## src/rtl/cache_mem_arbiter_if.sv

```systemverilog
// Bundle of I-cache, D-cache and external memory signals around cache_mem_arbiter.
// slave = arbiter side, master = caches/memory side.
interface cache_mem_arbiter_if #(
  parameter int BEAT_W = 2
);
  // Handshakes: a cache holds iXReq until its one-cycle oXDone pulse; the arbiter
  // holds oMReq with oMAddr/oMRW/oMWData stable until a cycle with iMAck high,
  // and that cycle transfers exactly one word. iMAck outside a request is ignored.
  logic              iIReq;
  logic [31:0]       iIAddr;
  logic              oIGnt;
  logic              oIBeat;
  logic [31:0]       oIData;
  logic              oIDone;

  logic              iDReq;
  logic              iDRW;
  logic [31:0]       iDAddr;
  logic [31:0]       iDWData;
  logic              oDGnt;
  logic              oDBeat;
  logic [31:0]       oDData;
  logic              oDDone;

  logic [BEAT_W-1:0] oBeatIdx;

  logic              oMReq;
  logic              oMRW;
  logic [31:0]       oMAddr;
  logic [31:0]       oMWData;
  logic              iMAck;
  logic [31:0]       iMRData;

  logic [1:0]        oDbgState;

  modport slave (
    input  iIReq, iIAddr,
    output oIGnt, oIBeat, oIData, oIDone,
    input  iDReq, iDRW, iDAddr, iDWData,
    output oDGnt, oDBeat, oDData, oDDone,
    output oBeatIdx,
    output oMReq, oMRW, oMAddr, oMWData,
    input  iMAck, iMRData,
    output oDbgState
  );

  modport master (
    output iIReq, iIAddr,
    input  oIGnt, oIBeat, oIData, oIDone,
    output iDReq, iDRW, iDAddr, iDWData,
    input  oDGnt, oDBeat, oDData, oDDone,
    input  oBeatIdx,
    input  oMReq, oMRW, oMAddr, oMWData,
    output iMAck, iMRData,
    input  oDbgState
  );
endinterface

```

## src/rtl/cache_mem_arbiter.sv

```systemverilog
// Line-burst arbiter between I/D caches and one shared word-wide memory port.
// Define CACHE_ARB_RR_EN for round-robin ties; otherwise D-cache wins ties.
module cache_mem_arbiter #(
  parameter int LINE_WORDS = 4,
  parameter int BEAT_W     = 2
) (
  input  logic                 iCLK,
  input  logic                 iRST,
  cache_mem_arbiter_if.slave   bus
);

  localparam logic [1:0] ST_IDLE  = 2'd0;
  localparam logic [1:0] ST_BURST = 2'd1;
  localparam logic [1:0] ST_DONE  = 2'd2;

  localparam logic OWN_I = 1'b0;
  localparam logic OWN_D = 1'b1;

  localparam logic [BEAT_W-1:0] LAST_BEAT = BEAT_W'(LINE_WORDS - 1);
  localparam logic [31:0]       LINE_MASK = ~(32'(LINE_WORDS * 4) - 32'd1);

  logic [1:0]        state_q, state_d;
  logic              owner_q, owner_d;
  logic              rw_q, rw_d;
  logic [31:0]       base_q, base_d;
  logic [BEAT_W-1:0] beat_q, beat_d;
  logic              ibeat_q, ibeat_d;
  logic              dbeat_q, dbeat_d;
  logic [31:0]       idata_q, idata_d;
  logic [31:0]       ddata_q, ddata_d;

  logic any_req;
  logic d_wins;

  assign any_req = bus.iIReq | bus.iDReq;

`ifdef CACHE_ARB_RR_EN
  logic last_q;

  // On a tie the side not served last wins; last_q resets to I, so the first tie goes to D.
  always_comb begin
    d_wins = bus.iDReq;
    if (bus.iIReq && bus.iDReq) begin
      d_wins = ~last_q;
    end
  end

  always_ff @(posedge iCLK or negedge iRST) begin
    if (!iRST) begin
      last_q <= OWN_I;
    end else if (state_q == ST_IDLE && any_req) begin
      last_q <= d_wins;
    end
  end
`else
  always_comb begin
    d_wins = bus.iDReq;
  end
`endif

  always_comb begin
    state_d = state_q;
    owner_d = owner_q;
    rw_d    = rw_q;
    base_d  = base_q;
    beat_d  = beat_q;
    ibeat_d = 1'b0;
    dbeat_d = 1'b0;
    idata_d = idata_q;
    ddata_d = ddata_q;

    case (state_q)
      ST_IDLE: begin
        if (any_req) begin
          state_d = ST_BURST;
          owner_d = d_wins ? OWN_D : OWN_I;
          rw_d    = d_wins ? bus.iDRW : 1'b1;
          base_d  = (d_wins ? bus.iDAddr : bus.iIAddr) & LINE_MASK;
          beat_d  = '0;
        end
      end

      ST_BURST: begin
        if (bus.iMAck) begin
          if (owner_q == OWN_D) begin
            dbeat_d = 1'b1;
            if (rw_q) begin
              ddata_d = bus.iMRData;
            end
          end else begin
            ibeat_d = 1'b1;
            idata_d = bus.iMRData;
          end

          if (beat_q == LAST_BEAT) begin
            beat_d  = '0;
            state_d = ST_DONE;
          end else begin
            beat_d = beat_q + BEAT_W'(1);
          end
        end
      end

      ST_DONE: begin
        state_d = ST_IDLE;
      end

      default: begin
        state_d = ST_IDLE;
      end
    endcase
  end

  always_ff @(posedge iCLK or negedge iRST) begin
    if (!iRST) begin
      state_q <= ST_IDLE;
      owner_q <= OWN_I;
      rw_q    <= 1'b0;
      base_q  <= '0;
      beat_q  <= '0;
      ibeat_q <= 1'b0;
      dbeat_q <= 1'b0;
      idata_q <= '0;
      ddata_q <= '0;
    end else begin
      state_q <= state_d;
      owner_q <= owner_d;
      rw_q    <= rw_d;
      base_q  <= base_d;
      beat_q  <= beat_d;
      ibeat_q <= ibeat_d;
      dbeat_q <= dbeat_d;
      idata_q <= idata_d;
      ddata_q <= ddata_d;
    end
  end

  logic in_burst;
  logic busy;

  // All outputs decode from registered state, so an async reset zeroes them immediately.
  assign in_burst = (state_q == ST_BURST);
  assign busy     = (state_q != ST_IDLE);

  assign bus.oIGnt    = busy && (owner_q == OWN_I);
  assign bus.oDGnt    = busy && (owner_q == OWN_D);
  assign bus.oIDone   = (state_q == ST_DONE) && (owner_q == OWN_I);
  assign bus.oDDone   = (state_q == ST_DONE) && (owner_q == OWN_D);
  assign bus.oIBeat   = ibeat_q;
  assign bus.oDBeat   = dbeat_q;
  assign bus.oIData   = idata_q;
  assign bus.oDData   = ddata_q;
  assign bus.oBeatIdx = beat_q;

  assign bus.oMReq   = in_burst;
  assign bus.oMRW    = in_burst && rw_q;
  assign bus.oMAddr  = in_burst ? (base_q + (32'(beat_q) << 2)) : 32'd0;
  assign bus.oMWData = (in_burst && (owner_q == OWN_D) && !rw_q) ? bus.iDWData : 32'd0;

  assign bus.oDbgState = state_q;

endmodule

```

## src/flat_wrapper.sv

```systemverilog
// flat-port wrapper written by rule: the top's interface ports become plain ports
module cache_mem_arbiter_flat 
#(
  parameter int LINE_WORDS = 4,
  parameter int BEAT_W     = 2
)
  (iCLK, iRST, bus_iIReq, bus_iIAddr, bus_oIGnt, bus_oIBeat, bus_oIData, bus_oIDone, bus_iDReq, bus_iDRW, bus_iDAddr, bus_iDWData, bus_oDGnt, bus_oDBeat, bus_oDData, bus_oDDone, bus_oBeatIdx, bus_oMReq, bus_oMRW, bus_oMAddr, bus_oMWData, bus_iMAck, bus_iMRData, bus_oDbgState);
  cache_mem_arbiter_if #(.BEAT_W(BEAT_W)) bus_i ();
  input  logic iCLK;
  input  logic iRST;
  input wire logic [$bits(bus_i.iIReq)-1:0] bus_iIReq;
  input wire logic [$bits(bus_i.iIAddr)-1:0] bus_iIAddr;
  output wire logic [$bits(bus_i.oIGnt)-1:0] bus_oIGnt;
  output wire logic [$bits(bus_i.oIBeat)-1:0] bus_oIBeat;
  output wire logic [$bits(bus_i.oIData)-1:0] bus_oIData;
  output wire logic [$bits(bus_i.oIDone)-1:0] bus_oIDone;
  input wire logic [$bits(bus_i.iDReq)-1:0] bus_iDReq;
  input wire logic [$bits(bus_i.iDRW)-1:0] bus_iDRW;
  input wire logic [$bits(bus_i.iDAddr)-1:0] bus_iDAddr;
  input wire logic [$bits(bus_i.iDWData)-1:0] bus_iDWData;
  output wire logic [$bits(bus_i.oDGnt)-1:0] bus_oDGnt;
  output wire logic [$bits(bus_i.oDBeat)-1:0] bus_oDBeat;
  output wire logic [$bits(bus_i.oDData)-1:0] bus_oDData;
  output wire logic [$bits(bus_i.oDDone)-1:0] bus_oDDone;
  output wire logic [$bits(bus_i.oBeatIdx)-1:0] bus_oBeatIdx;
  output wire logic [$bits(bus_i.oMReq)-1:0] bus_oMReq;
  output wire logic [$bits(bus_i.oMRW)-1:0] bus_oMRW;
  output wire logic [$bits(bus_i.oMAddr)-1:0] bus_oMAddr;
  output wire logic [$bits(bus_i.oMWData)-1:0] bus_oMWData;
  input wire logic [$bits(bus_i.iMAck)-1:0] bus_iMAck;
  input wire logic [$bits(bus_i.iMRData)-1:0] bus_iMRData;
  output wire logic [$bits(bus_i.oDbgState)-1:0] bus_oDbgState;
  assign bus_i.iIReq = bus_iIReq;
  assign bus_i.iIAddr = bus_iIAddr;
  assign bus_oIGnt = bus_i.oIGnt;
  assign bus_oIBeat = bus_i.oIBeat;
  assign bus_oIData = bus_i.oIData;
  assign bus_oIDone = bus_i.oIDone;
  assign bus_i.iDReq = bus_iDReq;
  assign bus_i.iDRW = bus_iDRW;
  assign bus_i.iDAddr = bus_iDAddr;
  assign bus_i.iDWData = bus_iDWData;
  assign bus_oDGnt = bus_i.oDGnt;
  assign bus_oDBeat = bus_i.oDBeat;
  assign bus_oDData = bus_i.oDData;
  assign bus_oDDone = bus_i.oDDone;
  assign bus_oBeatIdx = bus_i.oBeatIdx;
  assign bus_oMReq = bus_i.oMReq;
  assign bus_oMRW = bus_i.oMRW;
  assign bus_oMAddr = bus_i.oMAddr;
  assign bus_oMWData = bus_i.oMWData;
  assign bus_i.iMAck = bus_iMAck;
  assign bus_i.iMRData = bus_iMRData;
  assign bus_oDbgState = bus_i.oDbgState;
  cache_mem_arbiter #(.LINE_WORDS(LINE_WORDS), .BEAT_W(BEAT_W)) u_core (.iCLK(iCLK), .iRST(iRST), .bus(bus_i));
endmodule
```

## config.mk

```make
export PLATFORM = sky130hd
export DESIGN_NAME = cache_mem_arbiter_flat
export DESIGN_NICKNAME = d
export VERILOG_FILES = /design/src/rtl/cache_mem_arbiter_if.sv /design/src/rtl/cache_mem_arbiter.sv /design/src/flat_wrapper.sv
export SDC_FILE = /design/constraint.sdc
export NUM_CORES = 1
export LEC_CHECK = 0
export BUFFER_PORTS_ARGS = -buffer_cell sky130_fd_sc_hd__buf_2
export CAP_MARGIN = 20
export CORE_MARGIN = 3
export CORE_UTILIZATION = 35
export CTS_BUF_LIST = sky130_fd_sc_hd__clkbuf_16
export CTS_CLUSTER_SIZE = 40
export DETAILED_ROUTE_END_ITERATION = 8
export PLACE_DENSITY = 0.67
export SLEW_MARGIN = 10
export SYNTH_ARGS = -nofsm -noshare
export SYNTH_HDL_FRONTEND = slang
export SYNTH_SLANG_ARGS = --single-unit
```

## constraint.sdc

```tcl
create_clock -name iCLK -period 1.9 [get_ports iCLK]
set_input_delay 0.19 -clock iCLK [delete_from_list [all_inputs] [get_ports iCLK]]
set_output_delay 0.19 -clock iCLK [all_outputs]
set_load 0.02 [all_outputs]
```

==> out/metrics.yaml <==
run:
  cap_violations: 0
global_routing:
  grt_pass1_wl_um: 19100
  antenna_found_initial: 0
  track_usage_pct: 16.7
  grt_pass1_vias: 3825
  grt_max_degree: 62
  grt_overflow_total: 0
cells_and_area:
  layoutNonFillerInstCount: 772
  diodes: 0
  syn_to_final_growth_pct: 41.6
  layout-drive-gt1-share_pct: 68.5
  nFillCells: 1127
  nets: 734
synth:
  synthAdderAreaFrac_pct: 0.275
  yosysSeqAreaShare_pct: 55.1
  yosys.area.top_type: "dfrtp_1"
  synth_top_area_share_pct: 55.1
  synthDistinctLibCells: 26
  syn_avg_cell_area_um2: 13.7
  netlist_instances: 332
  synth_compound_area_share_pct: 1.05
  synth_xor_area_share_pct: 0
  synthSimpleGateAreaFrac_pct: 11.1
  synth_seq_cells: 100
  yosysWarnings: 0
  synthTopCellsByArea: "dfrtp_1 (55%), mux2_2 (29%), and2_1 (8.7%)"
  synth_mux_area_share_pct: 29.8
  synth_top_family_by_area: "multiplexers"
  syn_area_um2: 4540
worst_hold_path:
  whs_path_depth: 2
  hp-class: "in -> reg"
  min-delay-start: "bus_iMRData[3]"
cts:
  clock_sinks: 100
  cts-root-buf: "clkbuf_16"
  cts-htree-levels: 3
  clockBufferDepth: 2
  path_clk_slew_ns: 0.06
  cts_tree: "built"
  cts_buffers: 9
  clock_latency_ns: 0.34
critical_path:
  path_max_fanout: 32
  arrival_ns: 1.64
  endpoint_kind: "primary output"
  required_ns: 1.71
  crit_type: "reg -> out"
  cp.depth: 4
  worst_r2r_startpoint: "u_core.bus.oDbgState[1]"
  path_cells: "and3b_2, buf_12, and2_1, buf_2"
  startpoint_type: "flop"
  crit_buf_inv: 2
  cp_top_family: "flip-flops"
  rr_worst_depth: 4
  critPathMaxStageDelay_ns: 0.54
  slowest_stage: "dfrtp_1"
  startpoint: "u_core.owner_q"
die:
  dieHeight_um: 120
  die_area_um2: 14400
  row_count: 40
  core-area_um2: 12400
  die_x_um: 120
  initial_core_util_pct: 36.7
  ios: 274
routing:
  drt_pre_antenna_iters: 4
  drt-total-wl_um: 12000
  ant_nets: 0
  drtIter0Drc: 87
  via_per_inst: 4.63
  drcViolationCount: 0
  via_count: 3574
  avgRoutedWirePerCell_um: 15.6
sta:
  fmax_mhz: 547
  clock_skew_ns: 0.00575
  period_share_pct: 96.3
  maxSlewHeadroom_pct: 64.9
  tightest_slew_ns: 0.527
  min_period_ns: 1.83
  slew_violations: 0
  setup_violations: 0
  hold_violations: 0
  setup_tns_ns: 0
pwr:
  p_leak_uw: 0.00328
  power_density_nw_per_um2: 1740
  peakVddDrop_v: 0.00115
placement:
  dp_hpwl_um: 9350
  gp_congestion: 0.800
  io_buffer_count: 263
  dp.cells: 753
status:
  status: "finished, final reports clean"
[power breakdown]
part	switching [uW]	internal [uW]	total, uW
Sequential	549	3210	3760
Combinational	3190	2490	5670
Clock	756	1020	1770
[layout make-up]
type / count / area [um2] / area share (%)
Sequential cell: 100 / 2500 / 38.9
Multi-Input combinational cell: 211 / 1940 / 30.1
Timing Repair Buffer: 277 / 1490 / 23.1
Clock buffer: 9 / 225 / 3.50
Tap cell: 168 / 210 / 3.27
Clock inverter: 7 / 67.6 / 1.05
[state kept, by name (all words and copies together) (netlist names)]
signal,count
u_core.base_q,28
u_core.bus.oBeatIdx,2
u_core.bus.oDBeat,1
u_core.bus.oDData,32
u_core.bus.oDbgState,2
u_core.bus.oIBeat,1
u_core.bus.oIData,32
u_core.owner_q,1
u_core.rw_q,1
[through the flow]
stage / area, um2 / setup slack (ns) / hold WS, ns / power (uW) / util (%)
floorplan: 4550 / 0.214 / -0.106 / 7450 / -
global placement: 6090 / 0.307 / 0.195 / 9340 / 49.3
detailed placement: 6090 / 0.269 / 0.208 / 9490 / 49.3
CTS: 6410 / 0.0190 / 0.0555 / 11400 / 51.9
global route: 6430 / -0.00833 / 0.0647 / 12000 / 52.0
finish: 6430 / 0.0707 / 0.0791 / 11200 / 52.0
[Yosys cell counts, drive strengths merged]
master  number
o21a         1
ha           1
nor2         3
conb         1
and3         3
and2        63
nor3         1
nand4        1
nor2b        2
o21ai        1
nand2        5
a31o         2
clkbuf       7
buf         15
mux2       120
o22a         1
nor3b        1
a22o         1
and3b        2
dfrtp      100
nand3b       1
[final timing paths]
| kind | to | slack [ns] |
|---|---|---|
| min in group asynchronous | u_core.bus.oIData[24] | 0.38 |
| max reg2reg | u_core.bus.oIData[2] | 0.28 |
| min | u_core.bus.oDData[3] | 0.08 |
| max in group asynchronous | u_core.bus.oIData[17] | 0.80 |
| max | bus_oMWData[2] | 0.07 |
| min reg2reg | u_core.base_q[25] | 0.50 |
[repair_timing]
action	CTS	global route
hold buffers	1	0
gates cloned	0	0
endpoints found under the setup margin	56	44
setup buffers	1	1
endpoints found under the hold margin	39	0
resized for setup	3	3
pin swaps	0	0
[cell usage in the layout (no fill, tap or decap), types with 2 or more instances in the layout]
| master | Yosys | routed |
|---|---|---|
| buf_4 | 7 | 9 |
| and3_1 | 3 | 3 |
| buf_12 | 0 | 5 |
| clkinv_4 | 0 | 2 |
| conb_1 | 1 | 2 |
| clkbuf_16 | 0 | 9 |
| buf_2 | 6 | 262 |
| a31o_2 | 2 | 2 |
| mux2_2 | 118 | 118 |
| and2_1 | 63 | 63 |
| inv_1 | 0 | 2 |
| nand2_1 | 5 | 5 |
| mux2_1 | 2 | 2 |
| dfrtp_1 | 100 | 99 |
[cells by family after synthesis]
family	Yosys count
AOI/OAI and AO/OA	6
adders and majority gates	1
buffers and inverters	22
DFF	100
muxes	120
other	1
and+or+nand+nor	82
[per-layer routing]
metal	vias up	GRT usage [%]	share of wire (%)
li1	1671	-	-
met1	1710	17.5	36
met2	173	29.6	51
met3	20	7.12	11
met4	0	6.30	2.2
met5	-	0	0
No activity file was read; power rests on OpenSTA's default activity.
